--- src/rtl/wb_trace_buffer.sv ---
// wb_trace_buffer: records every committed register writeback {WA, WD, ts}
// into a circular FIFO and drains it through a valid/ready port with
// first-word-fall-through outputs.
module wb_trace_buffer #(
    parameter int DATA_W       = 16,
    parameter int ADDR_W       = 3,
    parameter int DEPTH        = 8,
    parameter int TS_W         = 16,
    parameter bit STOP_ON_FULL = 1'b0
) (
    input  logic                       clk,
    input  logic                       rst,
    input  logic                       cap_en,
    input  logic                       wb_regWrite,
    input  logic [ADDR_W-1:0]          wb_WA,
    input  logic [DATA_W-1:0]          wb_WD,
    output logic                       trace_valid,
    input  logic                       trace_ready,
    output logic [ADDR_W-1:0]          trace_addr,
    output logic [DATA_W-1:0]          trace_data,
    output logic [TS_W-1:0]            trace_ts,
    output logic [$clog2(DEPTH):0]     count,
    output logic                       overflow,
    output logic [7:0]                 drop_cnt,
    output logic                       halted
);

    localparam int PTR_W = $clog2(DEPTH);
    localparam int CNT_W = PTR_W + 1;

    typedef enum logic [1:0] {
        IDLE = 2'd0,
        RUN  = 2'd1,
        HALT = 2'd2
    } state_t;

    typedef struct packed {
        logic [ADDR_W-1:0] addr;
        logic [DATA_W-1:0] data;
        logic [TS_W-1:0]   ts;
    } entry_t;

    state_t             state, next_state;
    entry_t             mem [DEPTH];
    entry_t             head, last_q;
    logic [PTR_W-1:0]   wr_ptr, rd_ptr;
    logic [TS_W-1:0]    ts;
    logic               push_req, push, pop, full, drop;

    assign trace_valid = (count != '0);
    assign full        = (count == CNT_W'(DEPTH));
    assign pop         = trace_valid && trace_ready;
    assign push_req    = (state == RUN) && wb_regWrite;
    // A full FIFO still accepts a push when the head leaves in the same cycle.
    assign push        = push_req && (!full || pop);
    assign drop        = push_req && full && !pop;
    assign halted      = (state == HALT);

    // State register.
    always_ff @(posedge clk) begin
        // NOTE: sequential state uses non-blocking assignments so every flop samples pre-edge values.
        if (rst) state <= IDLE;
        else     state <= next_state;
    end

    // Next-state logic: cap_en arms/disarms; a drop halts capture when STOP_ON_FULL is set.
    always_comb begin
        // NOTE: default first so no path leaves next_state unassigned (no latch).
        next_state = state;
        unique case (state)
            IDLE: if (cap_en) next_state = RUN;
            RUN: begin
                if (drop && STOP_ON_FULL) next_state = HALT;
                else if (!cap_en)         next_state = IDLE;
            end
            HALT:    next_state = HALT;
            default: next_state = IDLE;
        endcase
    end

    // Entry storage; the stored ts is the value before this cycle's increment.
    always_ff @(posedge clk) begin
        // NOTE: storage is not reset; trace_valid gates every read, so stale words are never seen.
        if (push) mem[wr_ptr] <= '{addr: wb_WA, data: wb_WD, ts: ts};
    end

    // Pointers, occupancy, timestamp and drop bookkeeping.
    always_ff @(posedge clk) begin
        if (rst) begin
            wr_ptr   <= '0;
            rd_ptr   <= '0;
            count    <= '0;
            ts       <= '0;
            overflow <= 1'b0;
            drop_cnt <= '0;
        end else begin
            if (push) wr_ptr <= wr_ptr + 1'b1;
            if (pop)  rd_ptr <= rd_ptr + 1'b1;
            unique case ({push, pop})
                2'b10:   count <= count + 1'b1;
                2'b01:   count <= count - 1'b1;
                default: count <= count;
            endcase
            if (state == RUN) ts <= ts + 1'b1;
            if (drop) begin
                overflow <= 1'b1;
                if (drop_cnt != 8'hFF) drop_cnt <= drop_cnt + 1'b1;
            end
        end
    end

    // Shadow of the head so the outputs hold their last value once the FIFO empties.
    always_ff @(posedge clk) begin
        if (rst)              last_q <= '0;
        else if (trace_valid) last_q <= mem[rd_ptr];
    end

    assign head       = trace_valid ? mem[rd_ptr] : last_q;
    assign trace_addr = head.addr;
    assign trace_data = head.data;
    assign trace_ts   = head.ts;

endmodule

--- config.mk ---
export PLATFORM = sky130hd
export DESIGN_NAME = wb_trace_buffer
export DESIGN_NICKNAME = d
export VERILOG_FILES = /design/src/rtl/wb_trace_buffer.sv
export SDC_FILE = /design/constraint.sdc
export NUM_CORES = 1
export LEC_CHECK = 0
export CAP_MARGIN = 20
export CORE_MARGIN = 1.5
export CORE_UTILIZATION = 51
export DETAILED_ROUTE_END_ITERATION = 10
export DONT_BUFFER_PORTS = 1
export GPL_TIMING_DRIVEN = 0
export PLACE_DENSITY = 0.64
export SKIP_CTS_REPAIR_TIMING = 1
export SLEW_MARGIN = 10
export SYNTH_ARGS = -nofsm -noshare
export SYNTH_HDL_FRONTEND = slang
export SYNTH_SLANG_ARGS = --single-unit
--- constraint.sdc ---
create_clock -name clk -period 12.05 [get_ports clk]
set_input_delay 2.41 -clock clk [delete_from_list [all_inputs] [get_ports clk]]
set_output_delay 2.41 -clock clk [all_outputs]
set_load 0.005 [all_outputs]
### Word level (Yosys, flattened, before mapping)

Memories as Yosys holds them, arrays and structs flattened. A register that Yosys moved wholly into a read port is not among the register bits.
Cells that the tools add are included.

| storage, ports and cells | value |
|---|---|
| register bits after elaboration | 72 |
| bits in latches | 0 |
| memory bits (writable) | 280 |
| bits in read-only memories | 0 |
| bits of input ports | 24 |
| output and inout bits | 50 |
| word-level logic and storage cells | 47 |
| memories kept | 1 |

| cells by class | value |
|---|---|
| add/subtract/negate cells | 6 |
| $mul | 0 |
| divide/modulo/power cells | 0 |
| magnitude comparators | 0 |
| eq/ne operators | 8 |
| shifts and indexed selects | 0 |
| multiplexer cells | 9 |
| bitwise logic cells | 0 |
| reduce and logical (&&, ||, !) cells | 13 |

Memory list:

| name | words | width | rd ports | clocked after Yosys merged registers in | wr ports | line | source |
|---|---|---|---|---|---|---|---|
| mem | 8 | 35 | 1 | 1 | 1 | 44 | `entry_t mem [DEPTH];` |

Operators with widths:

| kind | count |
|---|---|
| 2-to-1 mux 35 bit | 1 |
| adder 16 x 1 -> 16 bit (second input constant) | 1 |
| adder 8 x 1 -> 8 bit (second input constant) | 1 |
| != test 8 bit (second input constant) | 1 |
| one-hot mux 4 bit (2 select lines) | 1 |
| adder 3 x 1 -> 3 bit (second input constant) | 2 |
| 2-to-1 mux 3 bit | 2 |
| one-hot mux 2 bit (3 select lines) | 1 |
| logical AND 1 bit | 5 |
| adder 4 x 1 -> 4 bit (second input constant) | 1 |
| == test 2 x 1 -> 1 bit (second input constant) | 2 |
| == test 2 bit (second input constant) | 2 |
| == test 4 bit (second input constant) | 1 |
| 2-to-1 mux 2 bit | 2 |
| != test 2 bit (second input constant) | 2 |
| AND reduction 2 bit | 2 |
| nonzero test 4 bit | 1 |
| subtractor 4 x 1 -> 4 bit (second input constant) | 1 |
| logical NOT 1 bit | 2 |
| logical NOT 2 bit | 1 |
| 2-to-1 mux 1 bit | 2 |
| nonzero test 2 bit | 1 |
| logical OR 1 bit | 1 |

### Logic depth before layout (Yosys ltp)

Gate-level depths: netlist of run 1.

| depth | value |
|---|---|
| word-level depth | 6 |
| gate-level depth with buffers | 8 |

### Least setup slack after synthesis of run 1

No wires, ideal clock.

| timing path | value |
|---|---|
| path kind | input-to-reg |
| from | input port trace_ready |
| to | memory mem[0][0] (netlist name), enable pin |
| library setup time | 0.471 ns |
| data arrival time | 5.511 ns |
| path slack | 6.068 ns |
| stages | 5 |
| buffers on the path | 1 |
| cells stage by stage | clkbuf_2 > nor2b_1 > a21oi_1 > nand2b_1 > nor3_1 |

| between the ends | value |
|---|---|
| word-level cells in the longest chain between the ends | 5 |

Ends and longest elaborated chain:

| what | line | source |
|---|---|---|
| start, declared | 18 | `input logic trace_ready,` |
| logical AND 1 bit | 52 | `assign pop = trace_valid && trace_ready;` |
| logical OR 1 bit | 55 | `assign push = push_req && (!full \|\| pop);` |
| logical AND 1 bit | 55 |  |
| 2-to-1 mux 1 bit | 84 | `if (push) mem[wr_ptr] <= '{addr: wb_WA, data: wb_WD, ts: ts};` |
| 2-to-1 mux 1 bit (implied by the code) | 84 |  |
| end, declared | 44 |  |

Every way passes these cells.

==> results of run 1 <==
-- synth_stat cells (10+ instances only) --
master / instances
mux4_2: 70
o22ai_2: 31
nor2_1: 103
dfxtp_1: 75
clkbuf_1: 16
nand3_1: 10
edfxtp_1: 280
nor3_2: 31
buf_2: 10
a21oi_1: 14
-- through the flow --
| step | setup WS [ns] | power, uW |
|---|---|---|
| 6_report | 6.941 | 3314 |
| 3_5_place_dp | 6.805 | 2285 |
| 3_3_place_gp | 3.488 | 2268 |
| 5_1_grt | 6.806 | 3483 |
| 2_1_floorplan | 6.068 | 2082 |
| 4_1_cts | 6.877 | 3354 |
-- power breakdown --
part	internal [uW]	switching, uW	leakage (uW)
sequential	1360	23.1	0.00318
clock	629	443	0.000565
combinational	336	519	0.00130
total	2330	985	0.00505
-- placed cells by master, fill, tap and decap left out, drive strengths merged, types with 4 or more instances in the layout --
| cell | instances |
|---|---|
| xor2 | 7 |
| nand2 | 10 |
| nor3 | 41 |
| buf | 38 |
| mux4 | 70 |
| nand2b | 6 |
| xnor2 | 9 |
| o22ai | 35 |
| or3 | 4 |
| a21oi | 14 |
| inv | 4 |
| nor2 | 103 |
| or4 | 6 |
| and4 | 4 |
| mux2 | 4 |
| o21ai | 6 |
| nand4 | 6 |
| clkinv | 10 |
| nand3 | 11 |
| edfxtp | 280 |
| nor2b | 8 |
| ha | 5 |
| dfxtp | 75 |
| clkbuf | 73 |
-- layer usage --
metal / global-route usage / part of all wire / vias to the layer above
met5: 0 / 0 / -
met4: 0.05836 / 0.020 / 0
met3: 0.04067 / 0.060 / 48
met2: 0.3534 / 0.49 / 204
met1: 0.2902 / 0.43 / 3698
li1: - / - / 3173
-- worst paths after layout --
path              startpoint  cells after the start           to
hold reg to reg   last_q[20]                      2   last_q[20]
hold / removal    last_q[20]                      2   last_q[20]
setup / recovery   flip-flop                      5  trace_ts[2]
setup reg to reg    count[0]                      8   mem[0][22]
-- logic make-up after synthesis --
logic type,share of synthesized area
flops,0.7151
simple gates,0.08758
mux,0.1185
compound gates,0.04298
buf+inv,0.02122
xor+xnor,0.01011
fa+ha+maj,0.004515
-- area by class of cell --
type	instances	share of cell area
plain buffers	42	0.01802
clock buffers	55	0.06985
clock inverters	11	0.003508
inverters	3	0.0007176
multi-input cells	376	0.2363
flip-flops and latches	355	0.6315
well taps	341	0.02719
repair buffers	14	0.01292
-- state kept, by name, summed over array words and instances, names as in the netlist, named ones only --
name / flops
last_q: 35
state: 2
ts: 16
mem: 280
rd_ptr: 3
overflow: 1
drop_cnt: 8
wr_ptr: 3
count: 4
-- worst max-delay path: cells and delay by family (launching register included) --
kind,cells,cell delay (ns)
compound gates,1,0.36
flops,1,0.33
mux,1,0.41
simple gates,1,0.13
buf+inv,2,0.97
==> flow_metrics.py, run 1 <==
metrics = {
    "worst_setup_path": {
        "cp.arrival_ns": 2.70,
        "end_kind": "output port",
        "worst_path_largest_cell_delay_ns": 0.63,
        "worst_path_max_delay_cell": "clkbuf_1",
        "worstSetupPathType": "flip-flop to output port",
        "r2r_setup_slack_ns": 8.93,
        "path_cells": "buf_1 -> clkbuf_1 -> mux4_2 -> o22ai_1 -> nor2_1",
        "start_kind": "flip-flop",
        "required_ns": 9.64,
        "cp_max_fo": 10,
    },
    "sta": {
        "fin_skew_ns": 0.01384,
        "fin_crit_sh": 0.4240,
        "holdWs_ns": 0.4774,
        "totalNegativeSetupSlack_ns": 0,
        "worst-slew-pin-transition_ns": 1.041,
        "fmax_mhz": 195.7,
        "min_period_ns": 5.109,
        "max_slew_margin": 0.3060,
        "hold_viol": 0,
        "slew_violations": 0,
        "finalSetupViolations": 0,
        "rsz0062_at_grt": "no",
    },
    "clock_network": {
        "htree_levels": 2,
        "cts_sinks": 355,
        "cts.path.max_buffers": 3,
        "tritoncts": "built",
        "clock_latency_ns": 0.52,
        "cts_made_buffers": 37,
        "cts-root-buf": "clkbuf_16",
        "clk_pin_slew_worst_paths_ns": 0.06,
    },
    "synthesis": {
        "synth_async_sr_flop_share": 0,
        "yosys_warnings": 0,
        "synth.avg_cell_area_um2": 17.86,
        "synth.top_cells.by_area": "edfxtp_1 (61%), mux4_2 (11%), dfxtp_1 (11%), o22ai_2 (2.8%), nor2_1 (2.8%)",
        "synth_seq_cells": 355,
        "syn-num-nets": 805,
        "synth_top_area_frac": 0.6068,
        "yosysUniqueCellTypes": 50,
        "syn_inst": 776,
        "synth_edf_count": 280,
        "ys.flop_type": "edfxtp_1",
        "seq_area_frac_synth": 0.7151,
        "synth_area_um2": 13860,
        "synth_top_cell_by_area": "edfxtp_1",
    },
    "layout": {
        "instances_no_fill": 1197,
        "register_area_um2": 9910,
        "nNetsFinal": 858,
        "final_core_util": 0.5855,
        "nFillCells": 1984,
        "diodes": 0,
        "stdcell_area_um2": 15690,
        "multi_input_area_um2": 3709,
        "drive_above_1_share": 0.2745,
        "synthToLayoutAreaGrowth_pct": 13.25,
    },
    "floorplanning": {
        "fp.dieW_um": 167.8,
        "die-area_um2": 28170,
        "fp-row-count": 60,
        "chipHeight_um": 167.8,
        "coreArea_um2": 26800,
        "start_util": 0.5170,
        "io_pins": 74,
    },
    "power_and_ir_drop": {
        "peakVddDrop_mv": 0.1202,
        "power_density_nw_per_um2": 211.2,
        "p_leak_uw": 0.005048,
    },
    "placement": {
        "hpwl_um": 17930,
        "gp_congestion": 0.7533,
        "placed_area_um2": 14540,
        "placed_cells_incl_taps": 1131,
        "port_buffers": 0,
    },
    "run_status": {
        "status": "complete, no violations",
    },
    "hold_path": {
        "hp-class": "flip-flop to flip-flop",
    },
    "detailed_routing": {
        "drtAntennaViolNets": 0,
        "drc": 0,
        "wl_per_cell_um": 23.86,
        "dr_total_vias": 7123,
        "wl_um": 28560,
        "firstDrtPassIters": 7,
        "drtIter0Drc": 522,
        "viasPerCell": 5.951,
    },
    "global_route": {
        "track_usage": 0.2126,
        "grt_max_degree": 23,
        "grt_pass1_wl_um": 44590,
        "grt_pass1_vias": 7506,
        "overflow": 0,
        "antenna_found_initial": 0,
    },
    "job": {
        "drv_cap": 0,
    },
}
No activity file was read; power rests on OpenSTA's default activity.
==> inputs of run 2 (changes only) <==
- PLACE_DENSITY: 0.64 -> 0.67
- clock period: 12.05 -> 4.3 ns (I/O delays scaled with it)
==> flow_metrics.py, run 2 (same netlist as run 1, synthesis figures left out) <==
metrics = {
    "job": {
        "drv_cap": 0,
    },
    "worst_setup_path": {
        "worst_path_largest_cell_delay_ns": 0.65,
        "cp.arrival_ns": 2.70,
        "reg2reg_to": "mem[1][19]",
        "worst_path_max_delay_cell": "clkbuf_1",
        "start_kind": "flip-flop",
        "r2r_setup_slack_ns": 1.67,
        "r2r.worst_path.cells": 6,
        "worstSetupPathType": "flip-flop to output port",
        "r2r_start": "count[0]",
        "required_ns": 3.44,
        "endpoint": "trace_ts[2]",
        "end_kind": "output port",
        "cp_max_fo": 10,
        "path_cells": "buf_1 -> clkbuf_1 -> mux4_2 -> o22ai_1 -> nor2_1",
    },
    "clock_network": {
        "cts_sinks": 355,
        "htree_levels": 2,
        "clock_latency_ns": 0.52,
        "cts.path.max_buffers": 3,
        "cts_made_buffers": 37,
        "tritoncts": "built",
        "clk_pin_slew_worst_paths_ns": 0.06,
        "cts-root-buf": "clkbuf_16",
    },
    "detailed_routing": {
        "viasPerCell": 5.997,
        "wl_per_cell_um": 24.04,
        "firstDrtPassIters": 5,
        "dr_total_vias": 7196,
        "drc": 0,
        "drtAntennaViolNets": 0,
        "wl_um": 28850,
        "drtIter0Drc": 574,
    },
    "floorplanning": {
        "chipHeight_um": 167.8,
        "fp-row-count": 60,
        "die-area_um2": 28170,
        "start_util": 0.5170,
        "coreArea_um2": 26800,
        "fp.dieW_um": 167.8,
        "io_pins": 74,
    },
    "layout": {
        "reg.largest.list": "mem: 280 flops, last_q: 35 flops, ts: 16 flops",
        "register_area_um2": 9910,
        "final_core_util": 0.5946,
        "nFillCells": 1933,
        "mostFrequentLayoutCells": "edfxtp_1 (280), nor2_1 (97), dfxtp_1 (75)",
        "multi_input_area_um2": 3721,
        "diodes": 0,
        "top_register": "mem",
        "nNetsFinal": 860,
        "drive_above_1_share": 0.2806,
        "stdcell_area_um2": 15940,
        "largest_reg_flops": 280,
        "synthToLayoutAreaGrowth_pct": 15.00,
        "layout_commonest_cell": "edfxtp_1",
    },
    "placement": {
        "port_buffers": 0,
        "placed_area_um2": 14700,
        "hpwl_um": 18540,
        "gp_congestion": 0.7742,
    },
    "sta": {
        "hold_viol": 0,
        "worst-slew-pin-transition_ns": 1.049,
        "finalSetupViolations": 0,
        "slew_violations": 0,
        "fin_crit_sh": 0.8269,
        "max_slew_margin": 0.3008,
        "min_period_ns": 3.556,
        "totalNegativeSetupSlack_ns": 0,
        "rsz0062_at_grt": "no",
        "fmax_mhz": 281.2,
        "fin_skew_ns": 0.01716,
    },
    "global_route": {
        "grt_max_degree": 21,
        "antenna_found_initial": 0,
        "grt_pass1_vias": 7463,
        "grt_pass1_wl_um": 44120,
        "track_usage": 0.2116,
        "overflow": 0,
    },
    "hold_path": {
        "hp-class": "input port to flip-flop",
    },
    "power_and_ir_drop": {
        "power_density_nw_per_um2": 596.0,
        "p_leak_uw": 0.005119,
        "peakVddDrop_mv": 0.4077,
        "total_power_uw": 9498,
    },
    "run_status": {
        "status": "complete, no violations",
    },
}
## run 2: changes by cell type in the layout (fill, tap and decap cells not counted), sizes merged
cell and change:
clkbuf -7, clkinv +2, inv -1, clkinvlp +3, buf +2, bufinv +4
## run 2: cell type report
| type | instances | share of cell area |
|---|---|---|
| inverters | 3 | 0.0007067 |
| repair buffers | 16 | 0.02198 |
| plain buffers | 42 | 0.01774 |
| clock buffers | 48 | 0.06454 |
| multi-input cells | 376 | 0.2335 |
| clock inverters | 19 | 0.01288 |
| well taps | 341 | 0.02677 |
| flip-flops and latches | 355 | 0.6219 |
## run 2: worst min path at each step
stage,from,endpoint,slack [ns],cells after the start
global placement,last_q[30],last_q[30],0.46,2
global route,wb_WD[5],mem[5][21],0.42,0
floorplan,rd_ptr[1],flip-flop,0.45,2
detailed placement,last_q[11],last_q[11],0.47,2
finish,wb_WD[0],mem[4][16],0.44,0
CTS,wb_WD[0],mem[4][16],0.42,0
## run 2: where the power goes
part	internal (uW)	leakage [uW]	switching (uW)
Clock	1930	0.000595	1260
Combinational	943	0.00134	1480
Sequential	3820	0.00318	65.4
## run 2: through the flow
stage	hold WS (ns)	cells	worst slack, ns
2_1_floorplan	0.4541	776	0.8038
3_3_place_gp	0.4643	1117	-0.8989
3_5_place_dp	0.4712	1133	1.135
4_1_cts	0.4186	1200	0.6805
5_1_grt	0.4167	1200	0.5703
6_report	0.4364	1200	0.7443
## run 2: critical path: cells and delay by family (launching register included)
| kind | cells | cell delay, ns |
|---|---|---|
| AOI/OAI and AO/OA | 1 | 0.31 |
| DFF | 1 | 0.31 |
| muxes | 1 | 0.41 |
| and+or+nand+nor | 1 | 0.12 |
| buffers and inverters | 2 | 1.03 |
## run 2: layer usage
| layer | up-vias | part of all wire | global-route usage |
|---|---|---|---|
| li1 | 3189 | - | - |
| met1 | 3702 | 0.41 | 0.2764 |
| met2 | 263 | 0.51 | 0.3652 |
| met3 | 42 | 0.068 | 0.04466 |
| met4 | 0 | 0.016 | 0.05131 |
| met5 | - | 0 | 0 |
==> RTL edit 1, RTL diff (flow settings as in run 2) <==
Change the parameter `ADDR_W` from 3 to 2.
--- a/src/rtl/wb_trace_buffer.sv
+++ b/src/rtl/wb_trace_buffer.sv
@@ -5,3 +5,3 @@
     parameter int DATA_W       = 16,
-    parameter int ADDR_W       = 3,
+    parameter int ADDR_W       = 2,
     parameter int DEPTH        = 8,
Ports: changed (resized trace_addr and wb_WA); port bits go from 74 to 72. The function was not compared with the original's and may differ.
==> RTL edit 1 against run 2 <==
- worst setup slack lost 180 ps
- area after synthesis fell by 5.7%
- sequential cell count down 9
- via count fell by 3.2%
- worst hold slack improved by 12 ps
- routed wire length is 4.9% lower
- final area down 6.2%
- largest cell class unchanged
- count of clock-buffer cells in the layout is the same
Power is not compared: it rests on default switching activity, and its combinational part moved more than twofold at a synthesized area within 25%.
==> RTL edit 1: results (changes against run 2) <==
GRT
  – Vias in the first global route: 7,133 (was 7,463)
  – Largest net degree at the start of global routing: 20 (was 21)
  – Grt met2 use: 35.8% (was 36.5%)
  – Global routing met1 resource utilization: 28.6% (was 27.6%)
  – Total track usage: 21.4% (was 21.2%)
  – GR met3 Demand/Resource: 4.57% (was 4.47%)

Place
  – Placed wire-length estimate: 17.0 mm (was 18.5 mm)
  – Gpl congestion: 0.756 (was 0.774)
  – DP Area: 13,800 µm² (was 14,700 µm²)
  – Place WS: 816 ps (was 1140 ps)

Hold path
  – Worst min-delay path startpoint: wb_WD[11] (was wb_WD[0])
  – Min-Delay Endpoint: mem[2][27]$_DFFE_PP_ (was mem[4][16]$_DFFE_PP_)

Synth
  – Seq/Total Area, Yosys: 73.9% (was 71.5%)
  – Distinct cells, synth: 49 (was 50)
  – Number of flops mapped to enable cells by yosys: 272 (was 280)
  – Synth Net Count: 787 (was 805)
  – Top FF cell, synth: edfxtp_1 (unchanged)
  – Most frequent cells after synthesis: edfxtp_1, nor2_1, dfxtp_1 (unchanged)

STA
  – Worst hold margin: 448 ps (was 436 ps)
  – Clock Skews: 9.91 ps (was 17.2 ps)
  – Worst setup margin: 569 ps (was 744 ps)
  – Rel. slew slack: 44.6% (was 30.1%)

Drt
  – Iteration-0 DRC Markers: 635 (was 574)
  – Routed WL per cell: 23.6 µm (was 24.0 µm)
  – Routed WL: 27.4 mm (was 28.8 mm)
  – Routed met2 length: 13.7 mm (was 14.6 mm)
  – Met3 WL post-DR: 1.63 mm (was 1.97 mm)
  – Vias per inst: 6.00 (about the same)

Cells and area
  – Top flop regs: mem x272, last_q x34, ts x16 (was mem x280, last_q x35, ts x16)
  – Fill cells: 1,801 (was 1,933)
  – Share of layout cells above drive strength 1: 19.6% (was 28.1%)

Status
  – Outcome: finished clean (unchanged)

Critical path
  – Critical R2R Launch: state[1]$_SDFFE_PP0P_ (was count[0]$_SDFFE_PP0P_)
  – R2r endpoint: mem[0][17]$_DFFE_PP_ (was mem[1][19]$_DFFE_PP_)
  – Arr. time, crit path: 2870 ps (was 2700 ps)
  – CP max stage delay: 600 ps (was 650 ps)

Clock network
  – Skew-Pair Late Insertion Delay: 500 ps (was 520 ps)
  – Total CTS buffers: 35 (was 37)
-- RTL edit 1: cell type report --
type                    instances  area [µm²]  share of cell area (%)
multi-input cells             366        3260                    21.8
well taps                     330         413                    2.76
flip-flops and latches        346        9650                    64.5
repair buffers                 10         210                    1.41
clock inverters                15         198                    1.32
inverters                       6        22.5                   0.151
plain buffers                  41         201                    1.35
clock buffers                  48         997                    6.67
-- RTL edit 1: where the power goes --
part	switching, mW	total, mW	leakage, nW	internal, mW
logic	0.718	1.17	1.09	0.450
clock network	1.20	3.12	0.584	1.92
registers	0.0545	3.79	3.09	3.73
total	1.97	8.07	4.76	6.11
-- RTL edit 1: logic make-up after synthesis --
family          Yosys count  share of synthesized area (%)
compound gates           71                           3.35
xor+xnor                 14                          0.939
fa+ha+maj                 5                          0.479
buf+inv                  47                           1.71
flops                   346                           73.9
mux                      72                           12.0
simple gates            204                           7.61
==> RTL edit 2, RTL diff (settings of run 2) <==
Made on the original files. Put one more register stage on the output `drop_cnt`, without a reset. The value now appears one clock later. The other outputs are not delayed to match.
--- a/src/rtl/wb_trace_buffer.sv
+++ b/src/rtl/wb_trace_buffer.sv
@@ -41,2 +41,4 @@
     } entry_t;
+
+    logic [7:0] drop_cnt_s0;
 
@@ -94,3 +96,3 @@
             overflow <= 1'b0;
-            drop_cnt <= '0;
+            drop_cnt_s0 <= '0;
         end else begin
@@ -106,3 +108,3 @@
                 overflow <= 1'b1;
-                if (drop_cnt != 8'hFF) drop_cnt <= drop_cnt + 1'b1;
+                if (drop_cnt_s0 != 8'hFF) drop_cnt_s0 <= drop_cnt_s0 + 1'b1;
             end
@@ -122,2 +124,6 @@
 
+    always_ff @(posedge clk) begin
+        drop_cnt <= drop_cnt_s0;
+    end
+
 endmodule
Behaviour: no difference found for any inputs over 4 cycles, from zero or initial values and one cycle with rst high; that may be too few to reach the edited logic, so the function may still have changed.
==> RTL edit 2 against run 2 <==
- register-to-register slack worse by 520 ps
- non-clock buffer count is 2 lower
- sequential cell count is 8 higher
- worst setup slack worse by 320 ps
- critical path type unchanged
- largest power group unchanged
- maximum frequency fell by 8.3%
- area after synthesis fell by 0.12%
- die area decreased by 0.11%
- routed wire length decreased by 1.2%
- global-route usage shrank 0.21 points
- final area down 0.35%
- via count grew 0.78%
- power decreased by 3.3%
- clock skew increased by 7.4 ps
==> RTL edit 2: results (changes against run 2) <==
Critical path
  – Critical R2R Launch: state[0]$_SDFFE_PP0P_ (was count[0]$_SDFFE_PP0P_)
  – R2R cell count: 7 (was 6)
  – R2r endpoint: mem[0][12]$_DFFE_PP_ (was mem[1][19]$_DFFE_PP_)

Drt
  – Via count: 7,252 (was 7,196)
  – Routed met2 length: 14.0 mm (was 14.6 mm)
  – DRT met1 WL: 12.2 mm (was 11.8 mm)
  – Routed WL: 28.5 mm (was 28.8 mm)
  – Met3 WL post-DR: 1.59 mm (was 1.97 mm)
  – Iteration-0 DRC Markers: 644 (was 574)

Power and ir drop
  – Max VDD drop: 0.472 mV (was 0.408 mV)

Synth
  – Seq/Total Area, Yosys: 72.8% (was 71.5%)
  – Synth Net Count: 853 (was 805)
  – Mapped Cells: 824 (was 776)
  – Top cells by area, synth: edfxtp_1, dfxtp_1, mux4_2, nor2_1, a211oi_1 (was edfxtp_1, mux4_2, dfxtp_1, o22ai_2, nor2_1)
  – Ys Warns: 0 (unchanged)
  – Distinct cells, synth: 48 (was 50)
  – Most frequent cells after synthesis: edfxtp_1, nor2_1, dfxtp_1 (unchanged)

Cells and area
  – Non-Filler Instances: 1,246 (was 1,200)
  – Share of layout cells above drive strength 1: 18.5% (was 28.1%)
  – Nets: 906 (was 860)
  – Top flop regs: mem x280, last_q x35, ts x16 (unchanged)

GRT
  – Total track usage: 20.9% (was 21.2%)
  – Grt met2 use: 35.2% (was 36.5%)
  – First-pass GRT wire length: 43.7 mm (was 44.1 mm)
  – Global routing met1 resource utilization: 28.0% (was 27.6%)
  – GR met3 Demand/Resource: 3.85% (was 4.47%)
  – Initial antenna violation count: 0 (unchanged)
  – Vias in the first global route: 7,409 (was 7,463)
  – Largest net degree at the start of global routing: 24 (was 21)

Hold path
  – Hold crit path type: reg2reg (was in2reg)
  – Worst min-delay path startpoint: drop_cnt_s0[1]$_SDFFE_PP0P_ (was wb_WD[0])
  – Min-Delay Endpoint: drop_cnt[1]$_DFF_P_ (was mem[4][16]$_DFFE_PP_)

STA
  – Rel. slew slack: 31.2% (was 30.1%)
  – Clock Skews: 24.6 ps (was 17.2 ps)
  – Worst hold margin: 394 ps (was 436 ps)

Place
  – Place WS: 758 ps (was 1140 ps)
  – Placed wire-length estimate: 17.6 mm (was 18.5 mm)
  – Gpl congestion: 0.781 (was 0.774)
  – DP Area: 14,600 µm² (was 14,700 µm²)

Clock network
  – H-Tree Depth: 2 (unchanged)
  – Total CTS buffers: 38 (was 37)

Status
  – Outcome: finished clean (unchanged)
[RTL edit 2: cell types whose count changed after synthesis, sizes merged, moves of 3 or more]
cell / delta
a211oi: +36
nand2: +5
or4: -4
clkbuf: +13
nor2b: +35
xnor2: -4
nand3: -4
o22ai: -35
buf: -12
dfxtp: +8
a31o: +3
[RTL edit 2: final cells by class]
class | count | area [µm²]
multi-input cells | 414 | 3640
fillers | 1960 | 10900
repair buffers | 13 | 263
plain buffers | 43 | 180
clock buffers | 54 | 1080
clock inverters | 14 | 199
flip-flops and latches | 363 | 10100
well taps | 341 | 427
inverters | 4 | 15.0
[RTL edit 2: critical path: stages (launching register included)]
cell and delay, ps:
dfxtp_1 310, clkbuf_1 320, clkbuf_1 680, mux4_2 400, nor2b_1 140, a211oi_1 510
nor2_1 140
[RTL edit 2: worst max path at each step]
stage / from / cells past startpoint / to / slack (ps)
finish: register / 6 / trace_ts[1] / 420
CTS: register / 6 / trace_ts[1] / 430
global route: register / 6 / trace_ts[1] / 290
floorplan: wb_regWrite / 5 / mem[4][0]$_DFFE_PP_ / 610
detailed placement: wb_regWrite / 7 / mem[0][16]$_DFFE_PP_ / 760
global placement: wb_regWrite / 5 / mem[6][16]$_DFFE_PP_ / -1210
[RTL edit 2: kinds of logic (layout without fill, tap and decap cells)]
kind of cell	after synthesis	in the layout	synth area share, %
simple gates	250	250	9.13
fa+ha+maj	5	5	0.452
xor+xnor	13	13	0.823
compound gates	70	70	3.58
buf+inv	47	128	1.41
mux	76	76	11.9
flops	363	363	72.8
[RTL edit 2: report_power, final]
| part | leakage (nW) | internal (mW) | switching, mW |
|---|---|---|---|
| sequential | 3.26 | 3.90 | 0.0449 |
| combinational | 1.20 | 0.649 | 1.24 |
| clock | 0.628 | 2.05 | 1.29 |
| total | 5.10 | 6.61 | 2.57 |
